--- src/rtl/vblank_update_arbiter_if.sv ---
// Bus between the vblank update arbiter and its surroundings.
// The timing-generator inputs (vblnk, vcount) and the requester handshake
// (req, done) go into the arbiter. The grant and status outputs
// (gnt, busy, window_open, revoke, frame_tick) come back out.
//   master : requester / timing side, drives vblnk, vcount, req, done
//   slave  : arbiter side, drives gnt, busy, window_open, revoke, frame_tick
interface vblank_update_arbiter_if #(
  parameter int NUM_REQ = 4
) ();
  logic               vblnk;
  logic [10:0]        vcount;
  logic [NUM_REQ-1:0] req;
  logic [NUM_REQ-1:0] done;
  logic [NUM_REQ-1:0] gnt;
  logic               busy;
  logic               window_open;
  logic               revoke;
  logic               frame_tick;

  modport master (
    output vblnk, vcount, req, done,
    input  gnt, busy, window_open, revoke, frame_tick
  );

  modport slave (
    input  vblnk, vcount, req, done,
    output gnt, busy, window_open, revoke, frame_tick
  );
endinterface

--- src/rtl/vblank_update_arbiter.sv ---
// Round-robin arbiter for access to the shared display state. Grants are
// issued only while the registered update window is open. The window is the
// vertical blanking interval minus the last GUARD_LINES lines. A grant is
// forcibly revoked when the window closes or when it has been held too long.
//   clk  : pixel clock
//   rst  : asynchronous reset, active-high
//   bus  : slave modport, carrying these signals:
//          vblnk/vcount in, req/done in, gnt/busy/window_open/revoke/frame_tick out
//
// state | meaning
// IDLE  | no grant active; a grant may be issued when the window is open
// GRANT | exactly one requester holds the shared state
module vblank_update_arbiter #(
  parameter int NUM_REQ     = 4,
  parameter int VCOUNT_MAX  = 925,
  parameter int GUARD_LINES = 2,
  parameter int MAX_HOLD    = 4096
) (
  input logic                   clk,
  input logic                   rst,
  vblank_update_arbiter_if.slave bus
);

  localparam int IDXW = (NUM_REQ > 1) ? $clog2(NUM_REQ) : 1;
  localparam int CNTW = $clog2(MAX_HOLD);
  localparam logic [10:0]     WIN_LAST  = 11'(VCOUNT_MAX - GUARD_LINES);
  localparam logic [CNTW-1:0] HOLD_LAST = CNTW'(MAX_HOLD - 1);
  // The pointer holds the last granted index. Resetting it to the top index
  // makes requester 0 the first candidate in the scan.
  localparam logic [IDXW-1:0] PTR_RESET = IDXW'(NUM_REQ - 1);

  typedef enum logic {IDLE = 1'b0, GRANT = 1'b1} state_t;

  state_t             state, state_nxt;
  logic [NUM_REQ-1:0] gnt_q, gnt_nxt;
  logic               busy_q, busy_nxt;
  logic               revoke_q, revoke_nxt;
  logic [IDXW-1:0]    last_q, last_nxt;
  logic [IDXW-1:0]    cur_q, cur_nxt;
  logic [CNTW-1:0]    hold_q, hold_nxt;
  logic               win_q, win_d, tick_q;
  logic               win_nxt;
  logic               sel_found;
  logic [IDXW-1:0]    sel_idx;
  logic               release_now, force_now;

  function automatic logic [IDXW-1:0] wrap_idx(input int unsigned v);
    return IDXW'(v % NUM_REQ);
  endfunction

  assign win_nxt = bus.vblnk && (bus.vcount <= WIN_LAST);

  // First pending request scanning upward from last granted index + 1.
  always_comb begin
    sel_found = 1'b0;
    sel_idx   = '0;
    for (int unsigned i = 1; i <= NUM_REQ; i++) begin
      if (!sel_found && bus.req[wrap_idx(32'(last_q) + i)]) begin
        sel_found = 1'b1;
        sel_idx   = wrap_idx(32'(last_q) + i);
      end
    end
  end

  assign release_now = bus.done[cur_q] || !bus.req[cur_q];
  assign force_now   = !win_q || (hold_q == HOLD_LAST);

  always_comb begin
    state_nxt  = state;
    gnt_nxt    = gnt_q;
    busy_nxt   = busy_q;
    revoke_nxt = 1'b0;
    last_nxt   = last_q;
    cur_nxt    = cur_q;
    hold_nxt   = hold_q;
    case (state)
      IDLE: begin
        gnt_nxt  = '0;
        busy_nxt = 1'b0;
        if (win_q && sel_found) begin
          state_nxt        = GRANT;
          gnt_nxt[sel_idx] = 1'b1;
          busy_nxt         = 1'b1;
          cur_nxt          = sel_idx;
          hold_nxt         = '0;
        end
      end
      GRANT: begin
        // A voluntary release takes priority over a forced revoke.
        // Either way the next cycle is IDLE, which gives the bus turnaround.
        if (release_now || force_now) begin
          state_nxt  = IDLE;
          gnt_nxt    = '0;
          busy_nxt   = 1'b0;
          last_nxt   = cur_q;
          revoke_nxt = !release_now;
        end else begin
          // The revoke fires at HOLD_LAST, so the counter never wraps.
          hold_nxt = hold_q + 1'b1;
        end
      end
      default: state_nxt = IDLE;
    endcase
  end

  always_ff @(posedge clk or posedge rst) begin
    if (rst) begin
      state    <= IDLE;
      gnt_q    <= '0;
      busy_q   <= 1'b0;
      revoke_q <= 1'b0;
      last_q   <= PTR_RESET;
      cur_q    <= '0;
      hold_q   <= '0;
      win_q    <= 1'b0;
      win_d    <= 1'b0;
      tick_q   <= 1'b0;
    end else begin
      state    <= state_nxt;
      gnt_q    <= gnt_nxt;
      busy_q   <= busy_nxt;
      revoke_q <= revoke_nxt;
      last_q   <= last_nxt;
      cur_q    <= cur_nxt;
      hold_q   <= hold_nxt;
      win_q    <= win_nxt;
      win_d    <= win_q;
      tick_q   <= win_q && !win_d;
    end
  end

  assign bus.gnt         = gnt_q;
  assign bus.busy        = busy_q;
  assign bus.window_open = win_q;
  assign bus.revoke      = revoke_q;
  assign bus.frame_tick  = tick_q;

endmodule

--- src/flat_wrapper.sv ---
// flat-port wrapper written by rule: the top's interface ports become plain ports
module vblank_update_arbiter_flat 
#(
  parameter int NUM_REQ     = 4,
  parameter int VCOUNT_MAX  = 925,
  parameter int GUARD_LINES = 2,
  parameter int MAX_HOLD    = 4096
)
  (clk, rst, bus_vblnk, bus_vcount, bus_req, bus_done, bus_gnt, bus_busy, bus_window_open, bus_revoke, bus_frame_tick);
  vblank_update_arbiter_if #(.NUM_REQ(NUM_REQ)) bus_i ();
  input logic clk;
  input logic rst;
  input wire logic [$bits(bus_i.vblnk)-1:0] bus_vblnk;
  input wire logic [$bits(bus_i.vcount)-1:0] bus_vcount;
  input wire logic [$bits(bus_i.req)-1:0] bus_req;
  input wire logic [$bits(bus_i.done)-1:0] bus_done;
  output wire logic [$bits(bus_i.gnt)-1:0] bus_gnt;
  output wire logic [$bits(bus_i.busy)-1:0] bus_busy;
  output wire logic [$bits(bus_i.window_open)-1:0] bus_window_open;
  output wire logic [$bits(bus_i.revoke)-1:0] bus_revoke;
  output wire logic [$bits(bus_i.frame_tick)-1:0] bus_frame_tick;
  assign bus_i.vblnk = bus_vblnk;
  assign bus_i.vcount = bus_vcount;
  assign bus_i.req = bus_req;
  assign bus_i.done = bus_done;
  assign bus_gnt = bus_i.gnt;
  assign bus_busy = bus_i.busy;
  assign bus_window_open = bus_i.window_open;
  assign bus_revoke = bus_i.revoke;
  assign bus_frame_tick = bus_i.frame_tick;
  vblank_update_arbiter #(.NUM_REQ(NUM_REQ), .VCOUNT_MAX(VCOUNT_MAX), .GUARD_LINES(GUARD_LINES), .MAX_HOLD(MAX_HOLD)) u_core (.clk(clk), .rst(rst), .bus(bus_i));
endmodule
--- config.mk ---
export PLATFORM = sky130hd
export DESIGN_NAME = vblank_update_arbiter_flat
export DESIGN_NICKNAME = d
export VERILOG_FILES = /design/src/rtl/vblank_update_arbiter_if.sv /design/src/rtl/vblank_update_arbiter.sv /design/src/flat_wrapper.sv
export SDC_FILE = /design/constraint.sdc
export NUM_CORES = 1
export LEC_CHECK = 0
export ABC_AREA = 1
export CAP_MARGIN = 20
export CORE_MARGIN = 4
export CORE_UTILIZATION = 40
export CTS_CLUSTER_SIZE = 25
export DETAILED_ROUTE_END_ITERATION = 16
export DONT_BUFFER_PORTS = 1
export PLACE_DENSITY = 0.58
export SKIP_CTS_REPAIR_TIMING = 1
export SYNTH_ARGS = -nofsm -noshare
export SYNTH_HDL_FRONTEND = slang
export SYNTH_SLANG_ARGS = --single-unit
--- constraint.sdc ---
create_clock -name clk -period 3.6 [get_ports clk]
set_clock_uncertainty 0.05 [all_clocks]
set_input_delay 0.72 -clock clk [delete_from_list [all_inputs] [get_ports clk]]
set_output_delay 0.72 -clock clk [all_outputs]
set_load 0.005 [all_outputs]
==> metrics.md <==
| Metric | Value |
|---|---|
| M2 GR Usage | `20.7%` |
| First-pass GRT wire length | `5490 microns` |
| Tot GR Track Use | `13.0%` |
| Initial antenna violation count | `0` |
| Synth unique cells | `33` |
| Crit path kind | `reg2reg` |
| CTS root buffer | `clkbuf_8` |
| PwrDens | `621 nW/um^2` |
| Placed cells | `260` |
| Area of the multi-input gates | `between 800 and 900 sq um` |
| TNS Setup | `0 ns` |
| Num ports | `30` |
| Mean routed wirelength per cell | `11.6 microns` |
| Total CTS buffers | `3` |
| RePlAce Congestion | `0.838` |
| Core Area | `3800 sq um` |
| Worst Path Max Fanout | `17` |
| Chip width | `71.8 microns` |
| Final setup vio count | `0` |
| Detail Route Antenna Nets | `0` |
| Worst EP arrival | `2.02 ns` |
| Final Cycle Share | `52.8%` |
| TritonRoute pass-1 iters | `4` |
| TritonCTS clock tree | `yes` |
| Layout cell share with drive strength beyond 1 | `13.4%` |
| Rows | `22` |
| Final slew viol count | `0` |
| Insertion delay to the later sink of the worst-skew pair | `0.27 ns` |
| Die extent in y | `71.8 microns` |
| Max cap viols | `0` |
| Via density | `roughly 4.9` |
| Initial Util | `42.9%` |
| Clock Pin Slew Worst Setup and Hold Paths | `0.09 ns` |
| Area Growth Syn to Fin | `7.07%` |
| Flops & latches, synth | `26` |
| Switching Fraction | `44.0%` |
| CP startpoint | `u_core.last_q[0]` |
| Nets | `241` |
| Post-Synthesis Net Count | `approximately 240` |
| Hold crit path type | `in2async` |
| Cell area after synthesis | `1630 sq um` |
| Status | `complete, no violations` |
| Largest net degree at the start of global routing | `27` |
| Die area | `5160 sq um` |
| 1st-iter DRT viols | `51` |
| Seq/Total Area, Yosys | `40.1%` |
| Mean Syn Cell Area | `7.58 sq um` |
| Leakage | `0.861 nW` |
| Vias in the first global route | `about 1200` |
| Htree depth | `1` |
| # fillers | `around 400` |
| Slew of the pin with the lowest slew margin | `0.408 ns` |
| Met1 Use GR | `between 10% and 20%` |
| Port Buffers | `0` |
| FF/Latch Area | `between 600 and 700 sq um` |
| R2R Path Start | `u_core.last_q[0]` |
| Setup crit end kind | `flip-flop` |
| Clock share of power | `between 15 and 20%` |
| Grt met3 use | `3.37%` |
| Cell count after synthesis | `215` |
| CP required | `around 3.7 ns` |
| GRT Max-Usage Layer | `met2` |
| Finished Layout Cells | `265` |
| Worst Setup Start Kind | `flip-flop` |
| Sequential share of power | `36.8%` |
| Sw power | `476 uW` |
| Peak VDD IR | `around 240 uV` |
| Detailed Place HPWL | `about 2300 microns` |
| Endpoints failing hold | `0` |
| Combinational power share | `45.8%` |
| Clock Path Buffers | `2` |
| RSZ-0062 raised after global routing | `false` |
| Antenna diodes | `0` |
| CTS sink cnt | `26` |
| Internal power | `607 uW` |
| Final Critical Period | `1.90 ns` |
| Upper clock frequency limit | `0.526 GHz` |
| Ys Warns | `0` |
| WL final | `slightly above 3000 microns` |
| Gr ovfl total | `0` |
| Slew margin rel. | `72.5%` |
| DR DRC count | `0` |
| Total number of vias | `1297` |
## logic make-up after synthesis
| kind of cell | count (synthesis) | synth area share (%) |
|---|---|---|
| simple gates | 132 | 39.2 |
| flops | 26 | 40.1 |
| xor+xnor | 10 | 5.38 |
| buf+inv | 30 | 8.06 |
| compound gates | 16 | 6.45 |
| fa+ha+maj | 1 | 0.768 |
## power by group through the flow
stage,combinational [mW],clock (mW),sequential [mW]
2_1_floorplan,0.449,0,0.381
5_1_grt,0.564,0.210,0.409
3_3_place_gp,0.495,0,0.406
6_report,0.497,0.188,0.399
4_1_cts,0.501,0.198,0.401
3_5_place_dp,0.499,0,0.406
## flip-flops by register name, summed over array words and instances (netlist names)
signal and count:
u_core.hold_q 12, u_core.bus.window_open 1, u_core.win_d 1, u_core.state 1, u_core.bus.frame_tick 1, u_core.bus.busy 1, u_core.bus.gnt 4, u_core.last_q 2
u_core.bus.revoke 1, u_core.cur_q 2
## metrics by stage
stage | area (sq um) | setup WS (ns) | util, % | power (mW) | hold WS [ns]
floorplan | 1630 | 1.77 | - | 0.830 | 0.328
global placement | 1660 | 1.67 | 43.7 | 0.901 | 0.343
detailed placement | 1660 | 1.66 | 43.7 | 0.905 | 0.337
CTS | 1720 | 1.66 | 45.2 | 1.10 | 0.353
global route | 1740 | 1.48 | 45.9 | 1.18 | 0.200
finish | 1740 | 1.70 | 45.9 | 1.08 | 0.207
## worst paths after layout
kind,slack [ns],endpoint,cells past startpoint
worst max register to register,1.70,u_core.hold_q[5],11
worst min-delay path,0.21,u_core.bus.busy,1
max in group asynchronous,2.83,u_core.last_q[1],2
worst max-delay path,1.70,u_core.hold_q[5],11
min in group clk,0.35,u_core.bus.frame_tick,1
worst min register to register,0.35,u_core.bus.frame_tick,1
## layer usage
layer / share of wire (%) / routed length, microns
met4: 0.72 / 22
met5: 0 / 0
met2: 46 / 1410
met1: 49 / 1500
met3: 4.5 / 139
## cell type report
| type | count | area share (%) |
|---|---|---|
| clock buffers | 4 | 3.16 |
| flip-flops and latches | 26 | 37.4 |
| well taps | 48 | 3.44 |
| multi-input cells | 159 | 48.4 |
| repair buffers | 1 | 1.58 |
| inverters | 27 | 5.95 |
## worst max-delay path, cell delays in order, from the launching register on
cell and delay, ns:
dfstp_2 0.65, inv_4 0.08, nand2_1 0.06, nand2_1 0.09, nand2_2 0.13, nand2_4 0.08, nor2_8 0.12, nand3b_4 0.11
nand2_8 0.11, nand2_4 0.14, nand2_1 0.11, o21ai_2 0.05
## cells in the mapped netlist, drive strengths merged
library cell | number | area share (%)
xnor2 | 2 | 1.1
a311o | 1 | 0.61
clkinv | 1 | 0.23
nor3 | 3 | 0.92
nand2 | 78 | 21
dfstp | 2 | 3.2
nand3 | 22 | 7.1
xor2 | 8 | 4.3
nor2 | 21 | 6.0
o221ai | 1 | 0.54
a21oi | 1 | 0.31
nand4 | 5 | 1.9
o21ai | 11 | 4.1
nor4 | 1 | 0.38
buf | 3 | 1.7
inv | 26 | 6.1
nand3b | 2 | 1.7
o211ai | 1 | 0.46
dfrtp | 24 | 37
ha | 1 | 0.77
o21bai | 1 | 0.46
## layout by cell type, fill, tap and decap left out, types with 2 or more instances in the layout
cell type,n
nand2_4,3
nand2_1,68
dfrtp_1,24
inv_2,4
clkbuf_8,4
xor2_1,8
nor2_1,19
nand3_1,21
inv_1,21
o21ai_2,3
nand4_1,5
nand2_2,6
xnor2_1,2
o21ai_0,4
nor3_1,3
dfstp_2,2
o21ai_1,4
No activity file was read; power rests on OpenSTA's default activity.
